**src/rtl/fetch_exec_controller.sv**
```systemverilog
// Fetch/decode/execute control sequencer with bounded I/O handshake wait.
// Optional feature macro: SINGLE_STEP_EN (adds step input and PAUSE state).
module fetch_exec_controller #(
   parameter int IO_TIMEOUT = 8
) (
   input  logic       clk,
   input  logic       rst,
   input  logic [7:0] ir,
   input  logic       in_valid,
   input  logic       out_ready,
`ifdef SINGLE_STEP_EN
   input  logic       step,
`endif
   output logic       t_fetch,
   output logic       t_decode,
   output logic       t_exec,
   output logic       mar_load,
   output logic       mem_rd,
   output logic       ir_load,
   output logic       pc_inc,
   output logic       acc_load,
   output logic [2:0] alu_op,
   output logic       in_ack,
   output logic       out_valid,
   output logic       halted,
   output logic       io_err
);

   localparam logic [3:0] OP_LOAD = 4'b0001;
   localparam logic [3:0] OP_ADD  = 4'b0010;
   localparam logic [3:0] OP_SUB  = 4'b0011;
   localparam logic [3:0] OP_AND  = 4'b0100;
   localparam logic [3:0] OP_INP  = 4'b0101;
   localparam logic [3:0] OP_OUTP = 4'b0110;
   localparam logic [3:0] OP_HALT = 4'b1111;
   localparam logic [7:0] LAST    = 8'(IO_TIMEOUT - 1);

`ifdef SINGLE_STEP_EN
   typedef enum logic [2:0] {FETCH1, FETCH2, DECODE, EXEC, IO_WAIT, HALT, PAUSE} state_t;
   localparam state_t RESUME = PAUSE;
`else
   typedef enum logic [2:0] {FETCH1, FETCH2, DECODE, EXEC, IO_WAIT, HALT} state_t;
   localparam state_t RESUME = FETCH1;
`endif

   state_t     state;
   logic [3:0] op_q;
   logic [7:0] cnt;
   logic       xfer;
   logic       unused_operand;

   // Operand index goes straight to the register file, not through here.
   assign unused_operand = ^ir[3:0];
   assign xfer = (op_q == OP_INP) ? in_valid : out_ready;

   always_ff @(posedge clk) begin
      if (rst) begin
         state  <= FETCH1;
         op_q   <= 4'b0000;
         cnt    <= 8'd0;
         halted <= 1'b0;
         io_err <= 1'b0;
      end else begin
         case (state)
            FETCH1: state <= FETCH2;
            FETCH2: state <= DECODE;
            DECODE: begin
               op_q <= ir[7:4];
               if (ir[7:4] == OP_HALT) begin
                  state  <= HALT;
                  halted <= 1'b1;
               end else begin
                  state <= EXEC;
               end
            end
            EXEC: begin
               if (op_q == OP_INP || op_q == OP_OUTP) begin
                  cnt   <= 8'd0;
                  state <= IO_WAIT;
               end else begin
                  state <= RESUME;
               end
            end
            IO_WAIT: begin
               // A transfer on the last allowed cycle still counts as success.
               if (xfer) begin
                  state <= RESUME;
               end else if (cnt == LAST) begin
                  io_err <= 1'b1;
                  state  <= RESUME;
               end else begin
                  cnt <= cnt + 8'd1;
               end
            end
            HALT: state <= HALT;
`ifdef SINGLE_STEP_EN
            PAUSE: if (step) state <= FETCH1;
`endif
            default: state <= FETCH1;
         endcase
      end
   end

   always_comb begin
      t_fetch   = 1'b0;
      t_decode  = 1'b0;
      t_exec    = 1'b0;
      mar_load  = 1'b0;
      mem_rd    = 1'b0;
      ir_load   = 1'b0;
      pc_inc    = 1'b0;
      acc_load  = 1'b0;
      alu_op    = 3'b000;
      in_ack    = 1'b0;
      out_valid = 1'b0;
      if (!rst) begin
         case (state)
            FETCH1: begin
               t_fetch  = 1'b1;
               mar_load = 1'b1;
            end
            FETCH2: begin
               t_fetch = 1'b1;
               mem_rd  = 1'b1;
               ir_load = 1'b1;
               pc_inc  = 1'b1;
            end
            DECODE: t_decode = 1'b1;
            EXEC: begin
               t_exec = 1'b1;
               case (op_q)
                  OP_LOAD: begin acc_load = 1'b1; alu_op = 3'b000; end
                  OP_ADD:  begin acc_load = 1'b1; alu_op = 3'b001; end
                  OP_SUB:  begin acc_load = 1'b1; alu_op = 3'b010; end
                  OP_AND:  begin acc_load = 1'b1; alu_op = 3'b011; end
                  default: ;
               endcase
            end
            IO_WAIT: begin
               t_exec = 1'b1;
               if (op_q == OP_INP) begin
                  if (in_valid) begin
                     in_ack   = 1'b1;
                     acc_load = 1'b1;
                     alu_op   = 3'b100;
                  end
               end else begin
                  out_valid = 1'b1;
               end
            end
            default: ;
         endcase
      end
   end

endmodule

```
**config.mk**
```make
export PLATFORM = sky130hd
export DESIGN_NAME = fetch_exec_controller
export DESIGN_NICKNAME = d
export VERILOG_FILES = /design/src/rtl/fetch_exec_controller.sv
export SDC_FILE = /design/constraint.sdc
export NUM_CORES = 1
export LEC_CHECK = 0
export ABC_AREA = 1
export CORE_MARGIN = 4
export CORE_UTILIZATION = 60
export CTS_CLUSTER_SIZE = 28
export DETAILED_ROUTE_END_ITERATION = 8
export DONT_BUFFER_PORTS = 1
export PLACE_DENSITY_LB_ADDON = 0.25
export SYNTH_ARGS = -nofsm -noshare
export SYNTH_HDL_FRONTEND = slang
export SYNTH_SLANG_ARGS = --single-unit
export TNS_END_PERCENT = 1
```
**constraint.sdc**
```tcl
create_clock -name clk -period 1.72 [get_ports clk]
set_clock_uncertainty 0.15 [all_clocks]
set_input_delay 0.258 -clock clk [delete_from_list [all_inputs] [get_ports clk]]
set_output_delay 0.258 -clock clk [all_outputs]
set_load 0.03 [all_outputs]
```
After elaboration in Yosys (flattened, before gate mapping) --
Cells that the tools add are included.
Word-level totals: register bits after elaboration 17, bits in latches 0, bits in writable memories 0, ROM bits 0, bits of input ports 12, output and inout port bits 15, memories 0
Operators by class: add/subtract/negate cells 1, multipliers 0, div/mod/pow operators 0, $lt $le $gt $ge 0, equal/unequal tests 17, shift operators 0, muxes and demuxes 35, bitwise logic cells 1, reduce and logical (&&, ||, !) cells 9
Operators with widths (count):
- $mux W8 | 3
- $mux W3 | 7
- $mux W1 | 20
- $pmux W3 S6 | 1
- $pmux W8 S2 | 1
- $eq A4 B3 Y1 const B | 3
- $add A8 B1 Y8 const B | 1
- $eq A4 B2 Y1 const B | 2
- $eq A8 B3 Y1 const B | 1
- $eq A3 B2 Y1 const B | 2
- $eq A3 B3 Y1 const B | 2
- $ne A2 B2 Y1 const B | 3
- $pmux W2 S3 | 1
- $pmux W3 S2 | 1
- $eq A4 B1 Y1 const B | 1
- $eq A4 B4 Y1 const B | 1
- $reduce_and A4 Y1 | 1
- $reduce_or A2 Y1 | 2
- $reduce_or A4 Y1 | 1
- $eq A3 B1 Y1 const B | 1
- $logic_not A3 Y1 | 1
- $ne A3 B3 Y1 const B | 1
- $reduce_and A3 Y1 | 1
- $pmux W1 S2 | 1
- 4 further kinds | 4

Depth between registers and ports, before layout --
word-level depth 5, depth in mapped cells 11, depth with buffers taken out 11

Worst setup path before layout --
OpenSTA, ideal clock, no wires.
kind register to output, start point register state[2], end point output port acc_load, arrival time 1.499 ns, setup slack -0.187 ns, stages on the path, launching flop included 6, path through dfxtp_1 -> nand3_2 -> nor2_1 -> inv_1 -> nor2_1 -> or2_2
On the way: cells in the longest elaborated chain, start to end 3
Ends and longest elaborated chain:
- start: declaration | RTL line 46 | state_t state;
- start signal: assignment | RTL line 58 | state <= FETCH1;
- start signal: assignment | RTL line 65 | FETCH1: state <= FETCH2;
- start signal: assignment | RTL line 66 | FETCH2: state <= DECODE;
- $eq A3 B3 Y1 or $eq A3 B2 Y1 (tied branches) | RTL line 117 | case (state)
- $pmux W1 S2 * | RTL line 117
- $mux W1 * | RTL line 116 | if (!rst) begin
- end: declaration | RTL line 21 | output logic acc_load,
Every way passes the cells marked *; elsewhere a longest branch is shown, timed or not.

Worst setup path in the final report --
start point register state[1], end point output port alu_op[1]
On the way: cells in the longest elaborated chain, start to end 3
Ends and longest elaborated chain:
- $eq A3 B3 Y1 or $eq A3 B2 Y1 (tied branches) | RTL line 117
- $pmux W3 S2 * | RTL line 117
- $mux W3 * | RTL line 116
- end: declaration | RTL line 22 | output logic [2:0] alu_op,
Marked as above.

==> metrics.txt <==
Post-synth EDFFs 0; Detailed Place HPWL 1.88 mm; Hold Slack -8.81 ps; CP Buf/Inv Count 3; Die X 50.6 um; Clock Path Buffers 2; Top delay family on crit path flip-flops; Num CTS Buffers 3; status finished with violations; PD cells 587 nW/um2; share of the synthesized area in the top cell type 31.2%; Worst Tran Pin Value 336 ps; VDD IR-drop max 0.673 mV; CTS root buf clkbuf_4; CTS tree yes; Synth cell types 28; WS Path Type flip-flop to output port; RePlAce Congestion 0.882; Slowest-stage cell, CP dfxtp_2; Seq/Total Area, Yosys 31.2%; crit-path cells inv_4 -> buf_12 -> nor2_4 -> nand2_4 -> a21oi_2 -> buf_6; # DRC 0; Async SR Flop Fraction 0%; Detailed Routing Iterations Pass 1 4; Vias 1,254; largest net degree at the start of global routing 12; FILL cells 117; fin nets 203; top-count cell post-synth nand2_1; Final setup viols 6; first-pass GRT wire length 4.95 mm; WP data arrival 1380 ps; Hold/Removal Path Class input pin to flip-flop; crit end category output port; Clk pin slew, worst setup/hold paths 100 ps; ys flop type dfxtp_1; synth cell count leaders 38 x nand2_1, 32 x nor2_1, 17 x dfxtp_1, 17 x nand3_1, 15 x inv_1; IO Count 27; CP peak stage delay 370 ps; CP Max Fanout 4; Die Height 50.6 um; vias per cell 5.86; Syn Inst Count 171; Core Area 1730 um2; met1 global-route usage 29.8%; top cells by area, synth dfxtp_1 31%, nand2_1 13%, nor2_1 11%, nand3_1 7.8%, inv_1 5.2%; Routed wire per std cell 16.1 um; Remaining Overflow, GRT 0; vias in the first global route 1,117; Layout area overhead 30.6%; Max Slew Vio Count 0; worst slack, placed 99.4 ps; H-tree depth 1; Starting Density 63.2%; fin crit share 104%; unrepaired setup endpoints after global routing true; Pleak 0.583 nW; final hold vios 1; Tmin final 1790 ps; number of routed nets with antenna violations 0; crit path launch type flip-flop; input/output buffers 0; layout cell share with drive strength beyond 1 34.4%; initial antenna violation count 0; post-synth net total 184; clock sink count 17; maxcap violations 0; fmax 559 MHz; met3 Resource Use GR 5.04%; WP data required 1310 ps; setup ws final -69.9 ps; Post-Route WL 3.45 mm; die area 2560 um2; GR Util All Layers 25.1%; Worst-Skew Late Latency 300 ps; number of synthesized register bits 17; Mean Syn Cell Area 6.38 um2; GRT busiest layer met2; initial DRC count 89; diode count 0; Mapped Area 1090 um2; Std-Cell Rows 15; GR Util met2 43.9%; Syn. warnings 0; area leader, netlist dfxtp_1; failing checks negative hold slack, negative setup slack; Max-slew headroom 77.6%
-- cells in the final DEF (no fill, tap or decap), types with 3 or more instances in the layout --
master and count:
clkbuf_4 3, nand3_4 3, o21ai_0 8, nand2_1 35, inv_1 13, dfxtp_2 6, nor2_1 26, inv_2 3
dfxtp_4 3, nor2_4 4, a21oi_2 5, buf_4 12, nor2_2 5, a21oi_1 6, dfxtp_1 8, inv_4 5
buf_6 3, nand2_4 5, nand3_1 16
-- sequential cells by signal, summed over array words and instances (netlist names) --
signal and count:
cnt 8, op_q 4, state 3, halted 1, io_err 1
-- what timing repair did --
| item | CTS | global route |
|---|---|---|
| resized for setup | 17 | 24 |
| pin swaps | 3 | 4 |
| hold endpoints to repair | 7 | 0 |
| buffers inserted | 4 | 2 |
| endpoints found under the setup margin | 8 | 20 |
| hold buffers | 2 | 0 |
-- report_power, final --
part / leakage [nW] / total (mW) / internal (mW) / switching, mW
combinational: 0.425 / 0.181 / 0.0665 / 0.115
sequential: 0.143 / 0.430 / 0.407 / 0.0233
clock: 0.0150 / 0.225 / 0.0906 / 0.134
-- metal layers --
metal / routed length, um / vias to the layer above
li1: - / 583
met5: 0 / -
met2: 1770 / 79
met4: 151 / 0
met3: 273 / 20
met1: 1250 / 572
-- cell type report --
| cell class | instances | area, um2 | share of cell area (%) |
|---|---|---|---|
| Multi-Input combinational cell | 128 | 733 | 51.4 |
| Inverter | 21 | 91.3 | 6.41 |
| Tap cell | 25 | 31.3 | 2.19 |
| Sequential cell | 17 | 359 | 25.2 |
| Clock buffer | 4 | 26.3 | 1.84 |
| Timing Repair Buffer | 19 | 184 | 12.9 |
-- stage by stage --
| step | total power, mW | TNS (ps) | util (%) | cell area [um2] | cells |
|---|---|---|---|---|---|
| after global routing | 0.867 | -717 | 82.5 | 1430 | 214 |
| after CTS | 0.797 | -117 | 77.1 | 1330 | 212 |
| after global placement | 0.556 | 0 | 69.4 | 1200 | 202 |
| final | 0.836 | -281 | 82.5 | 1430 | 214 |
| after detailed placement | 0.562 | 0 | 69.4 | 1200 | 202 |
| after floorplan | 0.535 | -24.5 | - | 1100 | 171 |
-- final timing paths --
| path | from | to | slack [ps] | depth (start not counted) |
|---|---|---|---|---|
| setup / recovery | state[1] | alu_op[1] | -70 | 6 |
| hold / removal | ir[6] | op_q[2] | -9 | 2 |
| setup reg to reg | cnt[1] | cnt[0] | 70 | 8 |
| hold reg to reg | cnt[3] | cnt[3] | 370 | 2 |
-- cells by family (layout without fill, tap and decap cells) --
family	Yosys count	count (layout)	synth area share (%)
DFF	17	17	31.2
and+or+nand+nor	104	104	45.6
adders and majority gates	1	1	1.15
AOI/OAI and AO/OA	23	23	11.9
buffers and inverters	26	44	10.1
Note: power is estimated with default switching activity, not from simulation.
